**src/rtl/pi_pkg.sv**
```systemverilog
// Shared Q-format constants, default loop gains/clamps and the scheduler state encoding.
package pi_pkg;

    localparam int QW    = 32;
    localparam int QFRAC = 24;

    localparam logic signed [QW-1:0] KI_DEF   = 32'sh0000140A;
    localparam logic signed [QW-1:0] KP_DEF   = 32'sh0084A233;
    localparam logic signed [QW-1:0] VMIN_DEF = 32'shF6000000;
    localparam logic signed [QW-1:0] VMAX_DEF = 32'sh0A000000;

    typedef enum logic [1:0] {
        IDLE  = 2'd0,
        MUL_I = 2'd1,
        MUL_P = 2'd2,
        UPD   = 2'd3
    } pi_state_e;

endpackage

```
**src/rtl/qmult.sv**
```systemverilog
// Signed Q8.24 multiplier: full-width product, arithmetic shift by QFRAC, truncated to QW bits.
module qmult
    import pi_pkg::*;
(
    input  logic signed [QW-1:0] a,
    input  logic signed [QW-1:0] b,
    output logic signed [QW-1:0] y
);

    logic signed [2*QW-1:0] prod;

    assign prod = a * b;
    assign y    = QW'(prod >>> QFRAC);

endmodule

```
**src/rtl/rr_arbiter.sv**
```systemverilog
// Combinational round-robin picker: first requesting channel at or after ptr, circularly.
module rr_arbiter #(
    parameter int NCH = 4,
    parameter int CW  = $clog2(NCH)
) (
    input  logic [NCH-1:0] req,
    input  logic [CW-1:0]  ptr,
    output logic [CW-1:0]  grant,
    output logic           valid
);

    logic [CW:0]   sum;
    logic [CW-1:0] idx;

    always_comb begin
        grant = '0;
        valid = 1'b0;
        sum   = '0;
        idx   = '0;
        for (int i = 0; i < NCH; i++) begin
            sum = {1'b0, ptr} + (CW+1)'(i);
            if (sum >= (CW+1)'(NCH)) begin
                sum = sum - (CW+1)'(NCH);
            end
            idx = sum[CW-1:0];
            if (!valid && req[idx]) begin
                valid = 1'b1;
                grant = idx;
            end
        end
    end

endmodule

```
**src/rtl/pi_channel_scheduler.sv**
```systemverilog
// Time-multiplexed PI controller: one shared Q8.24 multiplier and one saturating
// integrator update path serving NCH channels in round-robin order.
module pi_channel_scheduler
    import pi_pkg::*;
#(
    parameter int                   NCH  = 4,
    parameter logic signed [QW-1:0] KI   = KI_DEF,
    parameter logic signed [QW-1:0] KP   = KP_DEF,
    parameter logic signed [QW-1:0] VMIN = VMIN_DEF,
    parameter logic signed [QW-1:0] VMAX = VMAX_DEF
) (
    input  logic                       clk,
    input  logic                       rst_n,
    input  logic [NCH-1:0]             req,
    input  logic [NCH*QW-1:0]          epi,
    input  logic [NCH-1:0]             clr,
    output logic [NCH-1:0]             ack,
    output logic signed [QW-1:0]       vc_out,
    output logic [$clog2(NCH)-1:0]     vc_ch,
    output logic                       vc_valid,
    output logic                       busy
);

    localparam int CW = $clog2(NCH);
    localparam logic signed [QW+1:0] VMAX_X = (QW+2)'(VMAX);
    localparam logic signed [QW+1:0] VMIN_X = (QW+2)'(VMIN);

    pi_state_e state_q, state_d;

    logic [CW-1:0]        ptr_q, ptr_d;
    logic [CW-1:0]        g_q, g_d;
    logic [CW-1:0]        vc_ch_q, vc_ch_d;
    logic [NCH-1:0]       ack_q, ack_d;
    logic                 vc_valid_q, vc_valid_d;
    logic signed [QW-1:0] epi_l_q, epi_l_d;
    logic signed [QW-1:0] i_r_q, i_r_d;
    logic signed [QW-1:0] p_r_q, p_r_d;
    logic signed [QW-1:0] vc_out_q, vc_out_d;
    logic signed [QW-1:0] vint_q [NCH];
    logic signed [QW-1:0] vint_d [NCH];

    logic [CW-1:0]        arb_grant;
    logic                 arb_valid;
    logic signed [QW-1:0] epi_sel;
    logic signed [QW-1:0] coeff;
    logic signed [QW-1:0] mult_y;
    logic signed [QW-1:0] vint_g;
    logic signed [QW+1:0] sum_s;
    logic signed [QW+1:0] sum_v;
    logic signed [QW-1:0] out_new;
    logic signed [QW-1:0] vint_new;

    rr_arbiter #(
        .NCH (NCH),
        .CW  (CW)
    ) u_arb (
        .req   (req),
        .ptr   (ptr_q),
        .grant (arb_grant),
        .valid (arb_valid)
    );

    // The single multiplier sees KP only in MUL_P; every other state feeds it KI.
    assign coeff = (state_q == MUL_P) ? KP : KI;

    qmult u_mult (
        .a (coeff),
        .b (epi_l_q),
        .y (mult_y)
    );

    always_comb begin
        epi_sel = '0;
        vint_g  = '0;
        for (int c = 0; c < NCH; c++) begin
            if (CW'(c) == arb_grant) begin
                epi_sel = epi[c*QW +: QW];
            end
            if (CW'(c) == g_q) begin
                vint_g = vint_q[c];
            end
        end
    end

    // Wide sums so the clamp decisions see the true value rather than a 32-bit wrap.
    always_comb begin
        sum_s    = (QW+2)'(vint_g) + (QW+2)'(i_r_q);
        sum_v    = sum_s + (QW+2)'(p_r_q);
        out_new  = sum_v[QW-1:0];
        vint_new = sum_s[QW-1:0];
        if (sum_v >= VMAX_X) begin
            out_new  = VMAX;
            vint_new = VMAX;
        end else if (sum_v <= VMIN_X) begin
            out_new  = VMIN;
            vint_new = VMIN;
        end else if (sum_s >= VMAX_X) begin
            vint_new = VMAX;
        end else if (sum_s <= VMIN_X) begin
            vint_new = VMIN;
        end
    end

    always_comb begin
        state_d    = state_q;
        ptr_d      = ptr_q;
        g_d        = g_q;
        epi_l_d    = epi_l_q;
        i_r_d      = i_r_q;
        p_r_d      = p_r_q;
        ack_d      = '0;
        vc_valid_d = 1'b0;
        vc_out_d   = vc_out_q;
        vc_ch_d    = vc_ch_q;
        for (int c = 0; c < NCH; c++) begin
            vint_d[c] = vint_q[c];
        end

        case (state_q)
            IDLE: begin
                if (arb_valid) begin
                    g_d     = arb_grant;
                    epi_l_d = epi_sel;
                    ack_d   = NCH'(1) << arb_grant;
                    ptr_d   = (arb_grant == CW'(NCH-1)) ? '0 : arb_grant + 1'b1;
                    state_d = MUL_I;
                end
            end
            MUL_I: begin
                i_r_d   = mult_y;
                state_d = MUL_P;
            end
            MUL_P: begin
                p_r_d   = mult_y;
                state_d = UPD;
            end
            UPD: begin
                vc_out_d   = out_new;
                vc_ch_d    = g_q;
                vc_valid_d = 1'b1;
                for (int c = 0; c < NCH; c++) begin
                    if (CW'(c) == g_q) begin
                        vint_d[c] = vint_new;
                    end
                end
                state_d = IDLE;
            end
            default: begin
                state_d = IDLE;
            end
        endcase

        // A clear lands after the writeback so it wins for the integrator only.
        for (int c = 0; c < NCH; c++) begin
            if (clr[c]) begin
                vint_d[c] = '0;
            end
        end
    end

    always_ff @(posedge clk or negedge rst_n) begin
        if (!rst_n) begin
            state_q    <= IDLE;
            ptr_q      <= '0;
            g_q        <= '0;
            epi_l_q    <= '0;
            i_r_q      <= '0;
            p_r_q      <= '0;
            ack_q      <= '0;
            vc_valid_q <= 1'b0;
            vc_out_q   <= '0;
            vc_ch_q    <= '0;
            for (int c = 0; c < NCH; c++) begin
                vint_q[c] <= '0;
            end
        end else begin
            state_q    <= state_d;
            ptr_q      <= ptr_d;
            g_q        <= g_d;
            epi_l_q    <= epi_l_d;
            i_r_q      <= i_r_d;
            p_r_q      <= p_r_d;
            ack_q      <= ack_d;
            vc_valid_q <= vc_valid_d;
            vc_out_q   <= vc_out_d;
            vc_ch_q    <= vc_ch_d;
            for (int c = 0; c < NCH; c++) begin
                vint_q[c] <= vint_d[c];
            end
        end
    end

    assign ack      = ack_q;
    assign vc_out   = vc_out_q;
    assign vc_ch    = vc_ch_q;
    assign vc_valid = vc_valid_q;
    assign busy     = (state_q != IDLE);

endmodule

```
**config.mk**
```make
export PLATFORM = sky130hd
export DESIGN_NAME = pi_channel_scheduler
export DESIGN_NICKNAME = d
export VERILOG_FILES = /design/src/rtl/pi_pkg.sv /design/src/rtl/qmult.sv /design/src/rtl/rr_arbiter.sv /design/src/rtl/pi_channel_scheduler.sv
export SDC_FILE = /design/constraint.sdc
export NUM_CORES = 2
export LEC_CHECK = 0
export ABC_AREA = 0
export CAP_MARGIN = 20
export CORE_MARGIN = 2
export CORE_UTILIZATION = 52
export CTS_CLUSTER_SIZE = 14
export DETAILED_ROUTE_END_ITERATION = 10
export HOLD_SLACK_MARGIN = 0.08
export PLACE_DENSITY = 0.71
export SLEW_MARGIN = 20
export SYNTH_ARGS = -nofsm -noshare
export SYNTH_HDL_FRONTEND = slang
export SYNTH_SLANG_ARGS = --single-unit
```
**constraint.sdc**
```tcl
create_clock -name clk -period 11.2 [get_ports clk]
set_input_delay 1.12 -clock clk [delete_from_list [all_inputs] [get_ports clk]]
set_output_delay 1.12 -clock clk [all_outputs]
set_load 0.02 [all_outputs]
```
Word-level counts from Yosys, hierarchy flattened. Cells that the tools add are included. W data, S select, Z words.

Flip-flop bits (word level): 269. Bits of input ports: 138. Output and inout port bits: 40. Logic and storage cells: 122.

Add/subtract/negate cells: 10. $mul: 1. Magnitude comparators: 12. Equality and inequality tests: 11. Shift-type cells: 1. Muxes and demuxes: 50. Reduce and logical (&&, ||, !) cells: 23.

Operator list (count): $mux W32 (22); $mux W128 (1); $mul A25 B32 Y56 (1); $add A33 B32 Y34 (1); $ge A34 B29 Y1 const B (1); $le A34 B29 Y1 const B (1); $add A32 B32 Y33 (1); $ge A33 B29 Y1 const B (1); $le A33 B29 Y1 const B (1); $mux W24 (1); $mux W2 (10); $reduce_bool A2 Y1 (9); $lt A2 B3 Y1 const B (4); $reduce_and A2 Y1 (5); $ge A3 B3 Y1 const B (3); $mux W1 (9); $bmux W1 S2 (4); $eq A2 B2 Y1 const A (4); $mux W4 (2); $pmux W2 S4 (1); $sub A2 B1 Y2 const B (4); $add A2 B2 Y3 const B (2); $eq A2 B2 Y1 const B (3); $logic_not A2 Y1 (3); 9 further kinds (14).

Depth between registers and ports, before layout.
Depth after elaboration: 19. Mapped depth: 32. Mapped depth without buffers: 29.

Cells and area by module. A second synthesis with hierarchy kept.

Cells, all modules: 5284. Area total of the unflattened synthesis: 48690.4 um2.

By module, submodules not included: qmult (instances 1, cells each 3485, area an instance 32502.4 um2, seq. area each 0.0 um2); pi_channel_scheduler (instances 1, cells each 1784, area an instance 16110.5 um2, seq. area each 6731.5 um2); rr_arbiter (instances 1, cells each 15, area an instance 77.6 um2, seq. area each 0.0 um2).

Worst setup path before layout. OpenSTA, ideal clock, no wires.

Kind: register to register. Start point: reg state_q[0]. End point: reg p_r_q[23]. Setup time: 125 ps. Arrival time: 8072 ps. Required time: 11075 ps. Slack: 3003 ps. Stages on the path, launching flop included: 32. Buffers on the path: 4. Clock period less this slack: 8197 ps. Path through: dfrtp_1 inv_1 ha_1 clkbuf_1 clkbuf_1 buf_1 clkbuf_1 nand2_1 inv_1 ha_1 inv_1 fa_1 fa_1 inv_1 fa_1 fa_1 inv_1 fa_1 inv_1 fa_1 ha_1 a21o_1 o21bai_1 nor4_1 o31ai_1 a41oi_1 o21bai_1 a31o_2 a2111oi_0 o21ai_0 xor2_1 mux2_2.

Word-level cells in the longest chain between the ends: 3.

RTL lines: start, declared (line pi_channel_scheduler.sv:28) `pi_state_e state_q, state_d;`; start signal, assigned (line pi_channel_scheduler.sv:177) `state_q <= state_d;`; $eq A2 B2 Y1 (*) (line pi_channel_scheduler.sv:64, pi_channel_scheduler.sv:119); $mux W24 (line pi_channel_scheduler.sv:64) `assign coeff = (state_q == MUL_P) ? KP : KI;`; $mul A25 B32 Y56 (line qmult.sv:12) `assign prod = a * b;`; end signal, assigned (line pi_channel_scheduler.sv:182) `p_r_q <= p_r_d;`; end, declared (line pi_channel_scheduler.sv:37) `logic signed [QW-1:0] p_r_q, p_r_d;`.

Mark *: on every way between the ends. The rest lies on a longest branch, timed or not. A chain may end at the register's enable or synchronous reset.

Final worst setup path.
Start point: reg state_q[0]. End point: reg i_r_q[23].

Word-level cells in the longest chain between the ends: 3. Elaborated cells between the ends (all ways): 4. Those cells by class: mul: 1; eq/ne: 2; mux: 1.

RTL lines: $eq A2 B2 Y1 (line pi_channel_scheduler.sv:64); $mux W24 (line pi_channel_scheduler.sv:64); $mul A25 B32 Y56 (line qmult.sv:12); end signal, assigned (line pi_channel_scheduler.sv:181) `i_r_q <= i_r_d;`; end, declared (line pi_channel_scheduler.sv:36) `logic signed [QW-1:0] i_r_q, i_r_d;`.

Parallel ways exist; a longest one is shown, timed or not.

==> reports/qor.yml <==
antenna_found_initial: 1
synth-compound-area-share_pct: 15.1
die_x_um: 252
min_period_over_period_pct: 82.2
rsz0062_at_grt: "no"
max_cap_violations: 0
yosysSeqAreaShare_pct: 21.1
hold_viol: 0
cts-root-buf: "clkbuf_16"
ant_nets: 0
endpoint_kind: "register"
worst_ep_arrival_time_ns: 9.70
cts_tree: "done"
dp_hpwl_mm: 71.4
clk_pin_slew_worst_paths_ns: 0.06
ys_warn_count: 0
synth_area_leader_cell: "fa_1"
cts.sinks: 269
fp-row-count: 90
track_usage_pct: 29.1
synth_area_um2: 31900
yosysUniqueCellTypes: 79
fmax_mhz: 109
numCtsBuffers: 31
drcViolationCount: 0
dr.first_iter.drc_count: 2053
synthCells: 3371
coreArea_um2: 60500
synthArstFlopShare_pct: 100
dieArea_um2: 63300
tightest_slew_ns: 1.08
run_status: "finished, final reports clean"
post_cts_resized: 0
synth_area_per_cell_um2: 9.45
critPathRequiredTime_ns: 11.69
synth_xor_area_share_pct: 2.42
startpoint: "state_q[0]"
initial_core_util_pct: 52.7
wl_per_cell_um: 20.9
overflow: 0
worstPathMaxFanout: 56
grt_pass1_wl_mm: 145
vias_per_cell: 5.90
grt_pass1_vias: 25941
synth-edff-count: 0
synth_top_family_by_area: "adder cells"
clock_latency_ns: 0.62
syn_to_final_growth_pct: 11.3
min_path_type: "in2async"
layout-drive-gt1-share_pct: 5.71
synth-simple-area-share_pct: 10.3
wl_mm: 89.5
synth_seq_cells: 269
grt_max_degree: 92
first_pass_iters: 6
vias: 25272
synthFlopType: "dfrtp_1"
fin_crit_ns: 9.21
num_io_pins: 178
final_max_slew_viol_count: 0
cts_setup_buffers: 0
tns_ns: 0
place_congestion: 0.975
r2r_start: "state_q[0]"
yosys.area_share.adder_pct: 37.7
holdBufCountCts: 0
finClkSkew_ns: 0.0149
synthMuxAreaShare_pct: 4.39
diodes: 0
cts_max_path_buffers: 3
die_y_um: 252
critPathKind: "reg2reg"
finalSetupViolations: 0
synth_area_leaders: "fa_1, dfrtp_1, ha_1"
critPathLaunchType: "register"
layout.nets: 4368
max_slew_margin_pct: 27.5
synthDominantCellAreaShare_pct: 21.9
htreeDepth: 1
numPortBuffers: 177
## area by class of cell
class                      count  area, um2
inverter                     622       2330
timing repair buffer         209       2020
tap                          782        978
sequential                   269       6730
multi-input combinational   2347      22300
fill                        5186      25000
clock inverter                18        248
clock buffer                  39        846
## cells in the final DEF (no fill, tap or decap), types with 21 or more instances in the layout
master,instances
nand2_1,262
o21a_1,31
a22oi_1,32
mux4_2,32
o21ai_0,117
fa_1,349
a211oi_1,27
a21oi_1,189
nor2_1,184
ha_1,397
nand4_1,40
xor2_1,36
o41ai_1,92
nand3_1,31
mux2_2,53
clkdlybuf4s50_1,176
a21o_1,50
a31oi_1,21
dfrtp_1,268
o22ai_1,23
inv_1,621
nand2b_1,22
nor2b_1,51
clkbuf_16,31
nor3_1,21
xnor2_1,52
buf_4,32
## registers in the layout, indices dropped and copies added, names as in the netlist
name      cells
vint_q      128
ptr_q         2
epi_l_q      32
i_r_q        32
vc_valid      1
ack           4
g_q           2
p_r_q        32
state_q       2
vc_out       32
vc_ch         2
## kinds of logic after synthesis
kind of cell    count (synthesis)
buf+inv                       763
fa+ha+maj                     750
compound gates                708
simple gates                  699
flops                         269
mux                            93
xor+xnor                       88
other cells                     1
## through the flow
step	cell area (um2)	utilization [%]	cells	hold WS, ns	setup WS (ns)
global placement	34400	56.9	4229	0.451	2.35
detailed placement	34400	56.9	4229	0.457	2.14
finish	35500	58.7	4286	0.421	1.99
CTS	35500	58.7	4286	0.446	2.12
floorplan	31900	-	3379	0.438	3.00
global route	35500	58.7	4286	0.458	1.49
## final timing paths
path	endpoint	slack [ns]	cells after the start
setup / recovery	i_r_q[23]	1.99	25
hold / removal	vc_out[8]	0.42	1
setup reg to reg	i_r_q[23]	1.99	25
hold reg to reg	vint_q[84]	0.47	2
max in group asynchronous	vint_q[126]	8.52	3
min in group clk	vint_q[84]	0.47	2
## cell usage after synthesis (all sizes together) (5+ instances only)
cell,n
a2111oi,5
a211oi,28
a21boi,5
a21o,50
a21oi,189
a221o,6
a22oi,32
a31oi,21
and2,15
and3,15
buf,36
clkbuf,105
dfrtp,269
fa,349
ha,401
inv,621
mux2,53
mux2i,8
mux4,32
nand2,263
nand2b,23
nand3,31
nand3b,14
nand4,40
nor2,185
nor2b,51
nor3,21
nor3b,7
o211ai,12
o21a,31
o21ai,125
o21bai,18
o22ai,23
o311ai,6
o31ai,13
o32ai,7
o41ai,96
or3,9
or4b,7
xnor2,52
xor2,36
## critical path, cell delays in order (launching register included)
cell and delay, ns:
dfrtp_1 0.41, inv_1 0.13, ha_4 0.67, inv_1 0.60
nor2_1 0.96, ha_1 0.39, fa_1 0.44, ha_1 0.20
fa_1 0.49, fa_1 0.55, inv_1 0.05, fa_1 0.47
inv_1 0.05, fa_1 0.36, ha_1 0.38, a21o_1 0.23
o21bai_1 0.17, nor4_1 0.23, o31ai_1 0.15, a41oi_1 0.39
o21bai_1 0.17, a31o_2 0.30, a2111oi_0 0.56, o21ai_0 0.21
xor2_1 0.20, mux2_2 0.28
## per-layer routing
metal | GRT usage [%] | vias to the layer above | part of all wire (%)
li1 | - | 11616 | -
met1 | 41.3 | 12603 | 44
met2 | 46.6 | 897 | 46
met3 | 3.78 | 156 | 6.3
met4 | 8.76 | 0 | 3.2
met5 | 0 | - | 0
Power is not shown: default switching activity piles up to over one toggle a cycle in this logic, so the estimate is an artifact.
